===== config.mk =====
export PLATFORM = sky130hd
export DESIGN_NAME = sev_seg_scanner
export DESIGN_NICKNAME = d
export VERILOG_FILES = /design/src/rtl/sev_seg_scanner.sv
export SDC_FILE = /design/constraint.sdc
export NUM_CORES = 1
export LEC_CHECK = 0
export CAP_MARGIN = 10
export CORE_MARGIN = 2
export CORE_UTILIZATION = 33
export CTS_BUF_LIST = sky130_fd_sc_hd__clkbuf_8
export CTS_CLUSTER_SIZE = 16
export DETAILED_ROUTE_END_ITERATION = 6
export PLACE_DENSITY = 0.52
export SLEW_MARGIN = 15
export SYNTH_ARGS = -nofsm -noshare
export SYNTH_HDL_FRONTEND = slang
export SYNTH_SLANG_ARGS = --single-unit

===== constraint.sdc =====
create_clock -name clk -period 4.77 [get_ports clk]
set_clock_uncertainty 0.1 [all_clocks]
set_input_delay 0.954 -clock clk [delete_from_list [all_inputs] [get_ports clk]]
set_output_delay 0.954 -clock clk [all_outputs]
set_load 0.01 [all_outputs]

===== src/rtl/sev_seg_scanner.sv =====
// rtl/sev_seg_scanner.sv - multiplexed seven-segment scanner with shadowed value, blanking, PWM and blink
module sev_seg_scanner #(
    parameter int NUM_DIGITS = 8,
    parameter int SLOT_W     = 14,
    parameter int BRIGHT_W   = 3,
    parameter int BLINK_W    = 6
) (
    input  logic                    clk,
    input  logic                    resetn,
    input  logic [4*NUM_DIGITS-1:0] value,
    input  logic [NUM_DIGITS-1:0]   dp_in,
    input  logic                    load,
    input  logic [NUM_DIGITS-1:0]   digit_en,
    input  logic                    lz_blank,
    input  logic [BRIGHT_W-1:0]     brightness,
    input  logic [NUM_DIGITS-1:0]   blink_mask,
    output logic [6:0]              seg,
    output logic                    dp,
    output logic [NUM_DIGITS-1:0]   an,
    output logic                    frame_start
);

    localparam int IDX_W = (NUM_DIGITS > 1) ? $clog2(NUM_DIGITS) : 1;
    localparam logic [IDX_W-1:0]  LAST_IDX  = IDX_W'(NUM_DIGITS - 1);
    localparam logic [SLOT_W-1:0] SLOT_LAST = '1;

    logic [SLOT_W-1:0]       slot_cnt;
    logic [IDX_W-1:0]        idx;
    logic [BLINK_W-1:0]      blink_cnt;
    logic [4*NUM_DIGITS-1:0] pend_value;
    logic [4*NUM_DIGITS-1:0] act_value;
    logic [NUM_DIGITS-1:0]   pend_dp;
    logic [NUM_DIGITS-1:0]   act_dp;
    logic                    pend_valid;

    logic                    slot_end;
    logic                    frame_end;
    logic [3:0]              cur_nib;
    logic                    cur_dp;
    logic                    cur_en;
    logic                    cur_blink;
    logic                    lead_blank;
    logic                    zero_above;
    logic [NUM_DIGITS-1:0]   an_sel;
    logic                    bright_ok;
    logic                    lit;
    logic [6:0]              seg_dec;

    assign slot_end  = (slot_cnt == SLOT_LAST);
    assign frame_end = slot_end && (idx == LAST_IDX);

    // Scan timing: slot counter, digit index and per-frame blink counter
    always_ff @(posedge clk or negedge resetn) begin
        if (!resetn) begin
            slot_cnt  <= '0;
            idx       <= '0;
            blink_cnt <= '0;
        end else begin
            slot_cnt <= slot_cnt + 1'b1;
            if (slot_end) begin
                idx <= (idx == LAST_IDX) ? '0 : idx + 1'b1;
            end
            if (frame_end) begin
                blink_cnt <= blink_cnt + 1'b1;
            end
        end
    end

    // Shadow registers: loads are held in pending and only reach the display at a frame boundary,
    // a load in the boundary cycle itself bypasses pending so it is not delayed a whole frame
    always_ff @(posedge clk or negedge resetn) begin
        if (!resetn) begin
            pend_value <= '0;
            pend_dp    <= '0;
            pend_valid <= 1'b0;
            act_value  <= '0;
            act_dp     <= '0;
        end else if (frame_end) begin
            if (load) begin
                act_value <= value;
                act_dp    <= dp_in;
            end else if (pend_valid) begin
                act_value <= pend_value;
                act_dp    <= pend_dp;
            end
            pend_valid <= 1'b0;
        end else if (load) begin
            pend_value <= value;
            pend_dp    <= dp_in;
            pend_valid <= 1'b1;
        end
    end

    // Select the current digit's data; zero_above accumulates "this and all higher nibbles are zero"
    always_comb begin
        cur_nib    = 4'h0;
        cur_dp     = 1'b0;
        cur_en     = 1'b0;
        cur_blink  = 1'b0;
        lead_blank = 1'b0;
        zero_above = 1'b1;
        an_sel     = '0;
        for (int i = NUM_DIGITS - 1; i >= 0; i--) begin
            zero_above = zero_above && (act_value[4*i +: 4] == 4'h0);
            if (idx == IDX_W'(i)) begin
                cur_nib    = act_value[4*i +: 4];
                cur_dp     = act_dp[i];
                cur_en     = digit_en[i];
                cur_blink  = blink_mask[i];
                lead_blank = zero_above && (i != 0);
                an_sel[i]  = 1'b1;
            end
        end
    end

    // Lit decision: slot 0 is a dead cycle against ghosting, PWM compares the slot's top bits
    always_comb begin
        bright_ok = (&brightness) || (slot_cnt[SLOT_W-1 -: BRIGHT_W] < brightness);
        lit = cur_en && (slot_cnt != '0) && bright_ok &&
              !(cur_blink && blink_cnt[BLINK_W-1]) && !(lz_blank && lead_blank);
    end

    // Hex to active-low {g,f,e,d,c,b,a}
    always_comb begin
        case (cur_nib)
            4'h0: seg_dec = 7'h40;
            4'h1: seg_dec = 7'h79;
            4'h2: seg_dec = 7'h24;
            4'h3: seg_dec = 7'h30;
            4'h4: seg_dec = 7'h19;
            4'h5: seg_dec = 7'h12;
            4'h6: seg_dec = 7'h02;
            4'h7: seg_dec = 7'h78;
            4'h8: seg_dec = 7'h00;
            4'h9: seg_dec = 7'h10;
            4'hA: seg_dec = 7'h08;
            4'hB: seg_dec = 7'h03;
            4'hC: seg_dec = 7'h46;
            4'hD: seg_dec = 7'h21;
            4'hE: seg_dec = 7'h06;
            default: seg_dec = 7'h0E;
        endcase
    end

    // Registered pin drivers; everything blank when no digit is lit
    always_ff @(posedge clk or negedge resetn) begin
        if (!resetn) begin
            seg         <= 7'h7F;
            dp          <= 1'b1;
            an          <= '1;
            frame_start <= 1'b0;
        end else begin
            seg         <= lit ? seg_dec : 7'h7F;
            dp          <= lit ? ~cur_dp : 1'b1;
            an          <= lit ? ~an_sel : '1;
            frame_start <= (idx == '0) && (slot_cnt == '0);
        end
    end

endmodule


# ---- Word-level counts from Yosys, hierarchy flattened
# Memories as Yosys holds them, arrays and structs flattened.
# Cells that the tools add are included.
dict set report word_totals {
  reg_bits 121
  rom_bits 112
  word_cells 118
  inputBits 63
  memories 1
}
dict set report classes {
  add_sub_neg 3
  bitwise 3
  n_eq_ne 8
  muxes 58
  reduce_logical 32
  n_lt_le_gt_ge 1
}
# memory depth word_bits rd rd_clocked_by_memory_dff write_ports line
set memory_table {}
lappend memory_table {{(no name shown)} 16 7 1 0 0 125} ;# case (cur_nib)
# op n
set op_table {}
lappend op_table {{32-bit two-way mux} 2}
lappend op_table {{1-bit two-way mux} 43}
lappend op_table {{4-bit two-way mux} 8}
lappend op_table {{4-bit zero test} 7}
lappend op_table {{8-bit two-way mux} 3}
lappend op_table {{14-bit by 1-bit adder with 14-bit output, second input constant} 1}
lappend op_table {{14-bit equality test, second input constant} 1}
lappend op_table {{1-bit logical AND} 14}
lappend op_table {{14-bit zero test} 1}
lappend op_table {{14-bit nonzero test} 1}
lappend op_table {{3-bit equality test, second input constant} 4}
lappend op_table {{8-bit NOT} 1}
lappend op_table {{7-bit two-way mux} 1}
lappend op_table {{6-bit by 1-bit adder with 6-bit output, second input constant} 1}
lappend op_table {{3-bit by 2-bit equality test with 1-bit output, second input constant} 2}
lappend op_table {{2-bit AND reduction} 2}
lappend op_table {{2-bit nonzero test} 2}
lappend op_table {{3-bit by 1-bit adder with 3-bit output, second input constant} 1}
lappend op_table {{3-bit by 1-bit equality test with 1-bit output, second input constant} 1}
lappend op_table {{3-bit zero test} 1}
lappend op_table {{3-bit less-than comparator} 1}
lappend op_table {{3-bit two-way mux} 1}
lappend op_table {{3-bit AND reduction} 1}
lappend op_table {{1-bit zero test} 2}
lappend op_table {{other kinds (2)} 3}

# ---- Longest topological paths before layout
# Gate-level depths: netlist of the first run.
dict set report depth {
  depth_word 14
  mapped_depth 14
}

# ---- Worst setup path after synthesis of the first run
# OpenSTA, ideal clock, no wires.
dict set report synth_path {
  path_type {register -> register}
  start {reg idx[0]}
  end {reg seg[3]}
  synth_period_minus_slack_ns 2.815
  n_path_buf 2
  setup_slack_ns 1.955
  arrival_time_ns 2.617
  setup_ns 0.098
  stages_incl_launch_ff 13
  path_cell_list {dfrtp_1 -> inv_1 -> ha_1 -> buf_2 -> buf_2 -> and3_1 -> a311oi_1 -> or4_1 -> a31oi_2 -> inv_1 -> ha_1 -> and2_1 -> o311ai_1}
}
dict set report synth_via {
  elab_chain_cells 14
  word_cells_on_any_way 50
  cone_classes {eq/ne (7); mux (33); reduce/logical (9); memory (1)}
}
# item line
set synth_lines {}
lappend synth_lines {{start: declaration} 28} ;# logic [IDX_W-1:0] idx;
lappend synth_lines {{start signal: assignment} 61} ;# idx <= (idx == LAST_IDX) ? '0 : idx + 1'b1;
lappend synth_lines {{branches (longest 13 deep; another with memory read 16 x 7 bit)} n/a}
lappend synth_lines {{7-bit two-way mux (*)} 153} ;# seg <= lit ? seg_dec : 7'h7F;
lappend synth_lines {{end signal: assignment} 153}
lappend synth_lines {{end: declaration} 17} ;# output logic [6:0] seg,
# Mark *: on every way between the ends.
# A chain may end at the register's enable or synchronous reset.

# ---- Worst setup path after layout of the first run
# Ends and elaborated chain as after synthesis.

==> results.json, run 1 <==
{
  "wl_per_cell_um": 16.7,
  "cpPeakStageDelay_ns": 0.57,
  "setup_tns_ns": 0,
  "dr.pass1.iters": 4,
  "worst_pin_slew_ns": 0.845,
  "clock_latency_ns": 0.45,
  "initial_utilization_pct": 33.7,
  "synth-xor-area-share_pct": 2.45,
  "r2r_end": "seg[3]$_DFF_PN1_",
  "slew-limit-headroom_pct": 43.5,
  "required_ns": 5.01,
  "hp-class": "register to register",
  "slew_violations": 0,
  "fmax_mhz": 289,
  "vias_per_cell": 5.16,
  "synth_compound_area_share_pct": 12.1,
  "dpl.cell_count": 830,
  "cts_num_sinks": 121,
  "cts_hold_buf": 0,
  "synth_top_family_by_area": "multiplexers",
  "path_class": "register to register",
  "synth-edff-count": 0,
  "finalCriticalPeriod_ns": 3.46,
  "leakage_uw": 0.00321,
  "worstHoldEndpoint": "blink_cnt[4]$_DFFE_PN0P_",
  "post_cts_buffers": 0,
  "synth_cells": 552,
  "synth_ff_type": "dfrtp_1",
  "min-delay-start": "blink_cnt[4]$_DFFE_PN0P_",
  "fin_cells": 863,
  "rrSetupSlack_ns": 1.31,
  "ioPinCount": 80,
  "async_flop_share_pct": 100,
  "hold_depth": 1,
  "antenna_cells": 0,
  "clockRootBuffer": "clkbuf_8",
  "setup_viol": 0,
  "synth_seq_cells": 121,
  "coreArea_sq_um": 18000,
  "end_kind": "register",
  "cp_max_fo": 17,
  "ctsHtreeMaxLevel": 4,
  "ys_warn_count": 0,
  "grt_max_degree": 62,
  "layout-drive-gt1-share_pct": 16.2,
  "drt_iter0_markers": 267,
  "dp_hpwl_mm": 10.4,
  "syn_area_sq_um": 6070,
  "synth_most_common_cell": "dfrtp_1",
  "num_vias": 4454,
  "path_cells": "inv_1 -> ha_1 -> o21a_1 -> a311oi_1 -> or4_1 -> a31oi_2 -> inv_1 -> ha_1 -> and2_1 -> o311ai_1",
  "tritoncts": "built",
  "die_y_um": 140,
  "synthMuxAreaShare_pct": 15.2,
  "cts_buffers": 17,
  "finalHoldViolCount": 0,
  "cts_resized": 0,
  "cts_buffer_depth": 2,
  "yosysTopAreaCellShare_pct": 43.3,
  "grt_usage_pct": 15.4,
  "cp.arrival_ns": 3.70,
  "nets": 699,
  "overflow": 0,
  "ys_top_cells_by_count": "dfrtp_1 (105), nand2_1 (70), o21ai_0 (49)",
  "status": "finished, final reports clean",
  "r2r_cells": 10,
  "synthAdderAreaFrac_pct": 3.09,
  "synthSimpleGateAreaFrac_pct": 13.3,
  "synthTopCellsByArea": "dfrtp_1 (43%), mux2i_1 (7.3%), mux2_2 (7.2%)",
  "synth_cell_types": 65,
  "port_buffers": 79,
  "syn_to_final_growth_pct": 22.9,
  "syn_avg_cell_area_sq_um": 11.0,
  "wirelength_mm": 14.4,
  "place.gp.congestion": 0.822,
  "die_x_um": 140,
  "grt_pass1_vias": 4548,
  "fill_cells": 1737,
  "die_area_sq_um": 19500,
  "pwr_density_cell_nw_per_um2": 301,
  "clk_pin_slew_worst_paths_ns": 0.07,
  "antenna_found_initial": 0,
  "peakVddDrop_mv": 0.175,
  "crit_slowest_cell": "ha_1",
  "rsz0062_at_grt": "no",
  "synth.largest_area_cell": "dfrtp_1",
  "period_share_pct": 72.6,
  "reg2reg_from": "idx[0]$_DFFE_PN0N_",
  "ant_nets": 0,
  "grt_pass1_wl_mm": 23.9,
  "drc": 0,
  "seq_area_frac_synth_pct": 50.2,
  "cap_violations": 0,
  "critPathLaunchType": "register",
  "num_rows": 49,
  "syn_nets": 630
}
==> metrics by stage <==
stage	utilization (%)	cell area (sq um)	hold WS [ns]	worst slack (ns)	total power, uW
floorplan	-	6070	0.341	1.95	1180
global placement	38.9	7020	0.362	1.47	1280
detailed placement	38.9	7020	0.367	1.39	1290
CTS	41.3	7450	0.377	1.35	2280
global route	41.4	7470	0.404	1.11	2350
finish	41.4	7470	0.374	1.31	2240
==> final cells by class <==
cell class / instances / area [sq um] / share of cell area (%)
timing repair buffer: 85 / 841 / 11.3
clock inverter: 10 / 124 / 1.66
sequential: 121 / 3050 / 40.8
multi-input combinational: 385 / 2820 / 37.8
clock buffer: 22 / 303 / 4.05
inverter: 11 / 41.3 / 0.553
tap: 229 / 287 / 3.84
==> kinds of logic after synthesis <==
family          Yosys count
fa+ha+maj                15
buf+inv                  46
mux                      86
xor+xnor                 17
simple gates            156
compound gates          111
flops                   121
==> worst max-delay path: cells and delay by family (launching register included) <==
family / cells / cell delay [ns]
simple gates: 2 / 0.67
flops: 1 / 0.42
fa+ha+maj: 2 / 0.88
buf+inv: 2 / 0.22
compound gates: 4 / 1.05
==> routing by layer <==
metal	wire length [um]	vias up	track usage, %
met5	0	-	0
met4	189	0	4.05
met3	685	19	4.37
met2	6470	111	23.6
met1	7050	2191	21.6
li1	-	2133	-
==> cells in the final DEF (no fill, tap or decap), types with 3 or more instances in the layout <==
cell type | synthesis | layout
a311oi_1 | 3 | 3
mux2i_1 | 44 | 44
and3_1 | 8 | 8
clkdlybuf4s50_1 | 0 | 77
nand3_1 | 15 | 15
a211o_1 | 3 | 3
a21oi_1 | 8 | 8
nand4_1 | 3 | 3
a22o_1 | 4 | 4
clkinv_2 | 0 | 3
o221ai_1 | 5 | 5
xor2_1 | 7 | 7
buf_4 | 1 | 6
inv_1 | 11 | 14
xnor2_1 | 10 | 10
mux2_2 | 39 | 39
nor3_1 | 5 | 5
bufinv_16 | 0 | 3
nor4_1 | 10 | 10
a211oi_1 | 3 | 3
dfstp_2 | 16 | 16
dfrtp_1 | 105 | 105
nand2_1 | 70 | 70
nand2b_1 | 5 | 5
o211ai_1 | 3 | 3
and4_1 | 4 | 4
o21ai_0 | 49 | 49
ha_1 | 15 | 15
a31oi_1 | 5 | 5
nor2_1 | 10 | 10
o21ai_1 | 4 | 3
nand3b_1 | 7 | 7
o22ai_1 | 5 | 5
clkbuf_8 | 0 | 22
nor2b_1 | 4 | 3
==> where the power goes <==
group,switching [uW],internal (uW),leakage (uW)
Clock,398,578,0.000228
Combinational,78.8,106,0.00146
Sequential,16.9,1070,0.00152
Total,493,1750,0.00321
==> sequential cells by signal (all words and copies together) (netlist names) <==
name / flops
act_dp: 8
act_value: 32
an: 8
blink_cnt: 6
dp: 1
frame_start: 1
idx: 3
pend_dp: 8
pend_valid: 1
pend_value: 32
seg: 7
slot_cnt: 14
==> worst max path at each step <==
stage,from,endpoint,slack (ns)
after floorplan,idx[0]$_DFFE_PN0N_,seg[3]$_DFF_PN1_,1.95
after global routing,idx[0]$_DFFE_PN0N_,seg[2]$_DFF_PN1_,1.11
after detailed placement,idx[0]$_DFFE_PN0N_,seg[3]$_DFF_PN1_,1.39
after global placement,brightness[2],seg[2]$_DFF_PN1_,1.47
final,idx[0]$_DFFE_PN0N_,seg[3]$_DFF_PN1_,1.31
after CTS,idx[0]$_DFFE_PN0N_,seg[3]$_DFF_PN1_,1.35
No activity file was read; power rests on OpenSTA's default activity.
==> run 2: changes to the inputs <==
PLACE_DENSITY = 0.54   (was 0.52)
clock period = 2.8 ns   (was 4.77 ns; I/O delays follow)
==> run 2 against run 1 <==
Effect of this change:
- power is 71% higher
- maximum frequency increased by 27%
- cell count rose by 2.8%
- clock power increased by 71%
- non-clock buffer count rose by 24
- count of clock-buffer cells in the layout shrank 4
- register-to-register slack lost 1.2 ns
- hold slack got worse by 0.35 ns
- global-route usage increased by 0.27 points
- die area unchanged
- highest routed layer unchanged
==> results.json, run 2 (synthesis gave the netlist of run 1 again) <==
{
  "status": "finished, final reports clean",
  "setup_slack_ns": 0.0837,
  "setup_viol": 0,
  "cpPeakStageDelay_ns": 0.52,
  "critPathLaunchType": "register",
  "dr.pass1.iters": 5,
  "rsz0062_at_grt": "yes",
  "path_class": "register to register",
  "initial_utilization_pct": 33.7,
  "drt_iter0_markers": 288,
  "coreArea_sq_um": 18000,
  "grt_usage_pct": 15.7,
  "fmax_mhz": 368,
  "multi_input_area_sq_um": 2910,
  "grt_pass1_wl_mm": 24.3,
  "clockRootBuffer": "clkbuf_8",
  "pwr_density_cell_nw_per_um2": 492,
  "ant_nets": 0,
  "crit_slowest_cell": "or4b_1",
  "cp_max_fo": 15,
  "cts_buffers": 17,
  "cts_num_sinks": 121,
  "end_kind": "register",
  "grt_pass1_vias": 4682,
  "period_share_pct": 97.0,
  "leakage_uw": 0.00334,
  "power_uw": 3830,
  "cts_buffer_depth": 2,
  "final_cell_mix": "dfrtp_1 (105), clkdlybuf4s50_1 (77), nand2_1 (69)",
  "fill_cells": 1725,
  "num_rows": 49,
  "peakVddDrop_mv": 0.258,
  "finalHoldViolCount": 0,
  "pre_cts_ws_ns": -0.0500,
  "required_ns": 3.04,
  "final_common_cell": "dfrtp_1",
  "slew_violations": 0,
  "hp-class": "input pin to async pin",
  "dpl.cell_count": 855,
  "cap_violations": 0,
  "worst_pin_slew_ns": 0.628,
  "antenna_found_initial": 0,
  "ctsHtreeMaxLevel": 4,
  "grt_max_degree": 81,
  "die_x_um": 140,
  "slew-limit-headroom_pct": 58.1,
  "cpMostUsedCell": "buf_4",
  "layout-drive-gt1-share_pct": 21.7,
  "die_y_um": 140,
  "r2r_cells": 10,
  "path_cells": "buf_4 -> clkinvlp_4 -> ha_4 -> buf_4 -> or4b_1 -> a21boi_1 -> o311a_1 -> o31ai_4 -> buf_4 -> o221ai_1",
  "port_buffers": 79,
  "antenna_cells": 0,
  "dp_hpwl_mm": 10.9,
  "wirelength_mm": 14.6,
  "ioPinCount": 80,
  "tritoncts": "built",
  "finalCriticalPeriod_ns": 2.72,
  "cts_hold_buf": 0,
  "num_vias": 4498,
  "drc": 0,
  "wl_per_cell_um": 16.4,
  "whs_ns": 0.0279,
  "top_regs": "act_value x32, pend_value x32, slot_cnt x14",
  "nets": 723,
  "clk_pin_slew_worst_paths_ns": 0.07,
  "cp.arrival_ns": 2.96,
  "seq_area_sq_um": 3050,
  "overflow": 0,
  "final_core_util_pct": 43.2,
  "vias_per_cell": 5.07,
  "clock_latency_ns": 0.44,
  "fin_cells": 887,
  "post_cts_buffers": 0,
  "syn_to_final_growth_pct": 28.3,
  "die_area_sq_um": 19500,
  "place.gp.congestion": 0.877
}
==> run 2: cell types whose count changed in the layout (fill, tap and decap cells not counted), moves of 2 or more <==
cell        delta
ha_4           +4
inv_1          -4
buf_4         +20
ha_1           -7
buf_12         +4
clkinvlp_4     +2
clkinv_4       +2
ha_2           +3
clkbuf_8       -4
==> run 2: area by class of cell <==
cell class,count,share of cell area (%)
well taps,229,3.68
repair buffers,109,13.7
multi-input cells,385,37.4
clock inverters,14,2.31
clock buffers,18,3.18
inverters,11,0.578
flip-flops and latches,121,39.1
==> run 2: path summary, 6_finish.rpt <==
| path | from | endpoint | slack [ns] |
|---|---|---|---|
| max in group asynchronous | resetn | pend_value[14]$_DFFE_PN0P_ | 1.78 |
| hold reg to reg | blink_cnt[4]$_DFFE_PN0P_ | blink_cnt[4]$_DFFE_PN0P_ | 0.37 |
| hold / removal | resetn | slot_cnt[8]$_DFF_PN0_ | 0.03 |
| min in group clk | blink_cnt[4]$_DFFE_PN0P_ | blink_cnt[4]$_DFFE_PN0P_ | 0.37 |
| setup reg to reg | idx[0]$_DFFE_PN0N_ | seg[2]$_DFF_PN1_ | 0.08 |
| setup / recovery | idx[0]$_DFFE_PN0N_ | seg[2]$_DFF_PN1_ | 0.08 |
==> run 2: metal layers <==
metal | track usage (%) | routed length (um) | vias to the layer above
li1 | - | - | 2187
met2 | 25.0 | 6880 | 110
met4 | 4.42 | 133 | 0
met5 | 0 | 0 | -
met3 | 4.09 | 662 | 9
met1 | 21.2 | 6870 | 2192
==> run 2: per-stage QoR <==
stage	instance area [sq um]	TNS (ns)
final	7790	0
after global routing	7790	-0.0560
after CTS	7710	0
after detailed placement	7280	-0.0978
after floorplan	6080	0
after global placement	7280	0
==> run 2: repair_timing <==
action / in CTS / in global routing
resized for setup: 1 / 18
pin swaps: 0 / 2
setup endpoints to repair: 3 / 7
cloned: 0 / 0
==> run 2: critical path, delay by kind of cell (launching register included) <==
kind	cells	cell delay (ns)
flip-flops	1	0.36
AND/OR/NAND/NOR	1	0.52
adder cells (fa/ha/maj)	1	0.20
buffers and inverters	4	0.66
AO/OA/AOI/OAI	4	0.80
==> run 2: power by group <==
group / total [uW] / switching (uW) / internal [uW]
combinational: 318 / 131 / 186
clock: 1670 / 685 / 981
sequential: 1850 / 29.3 / 1820
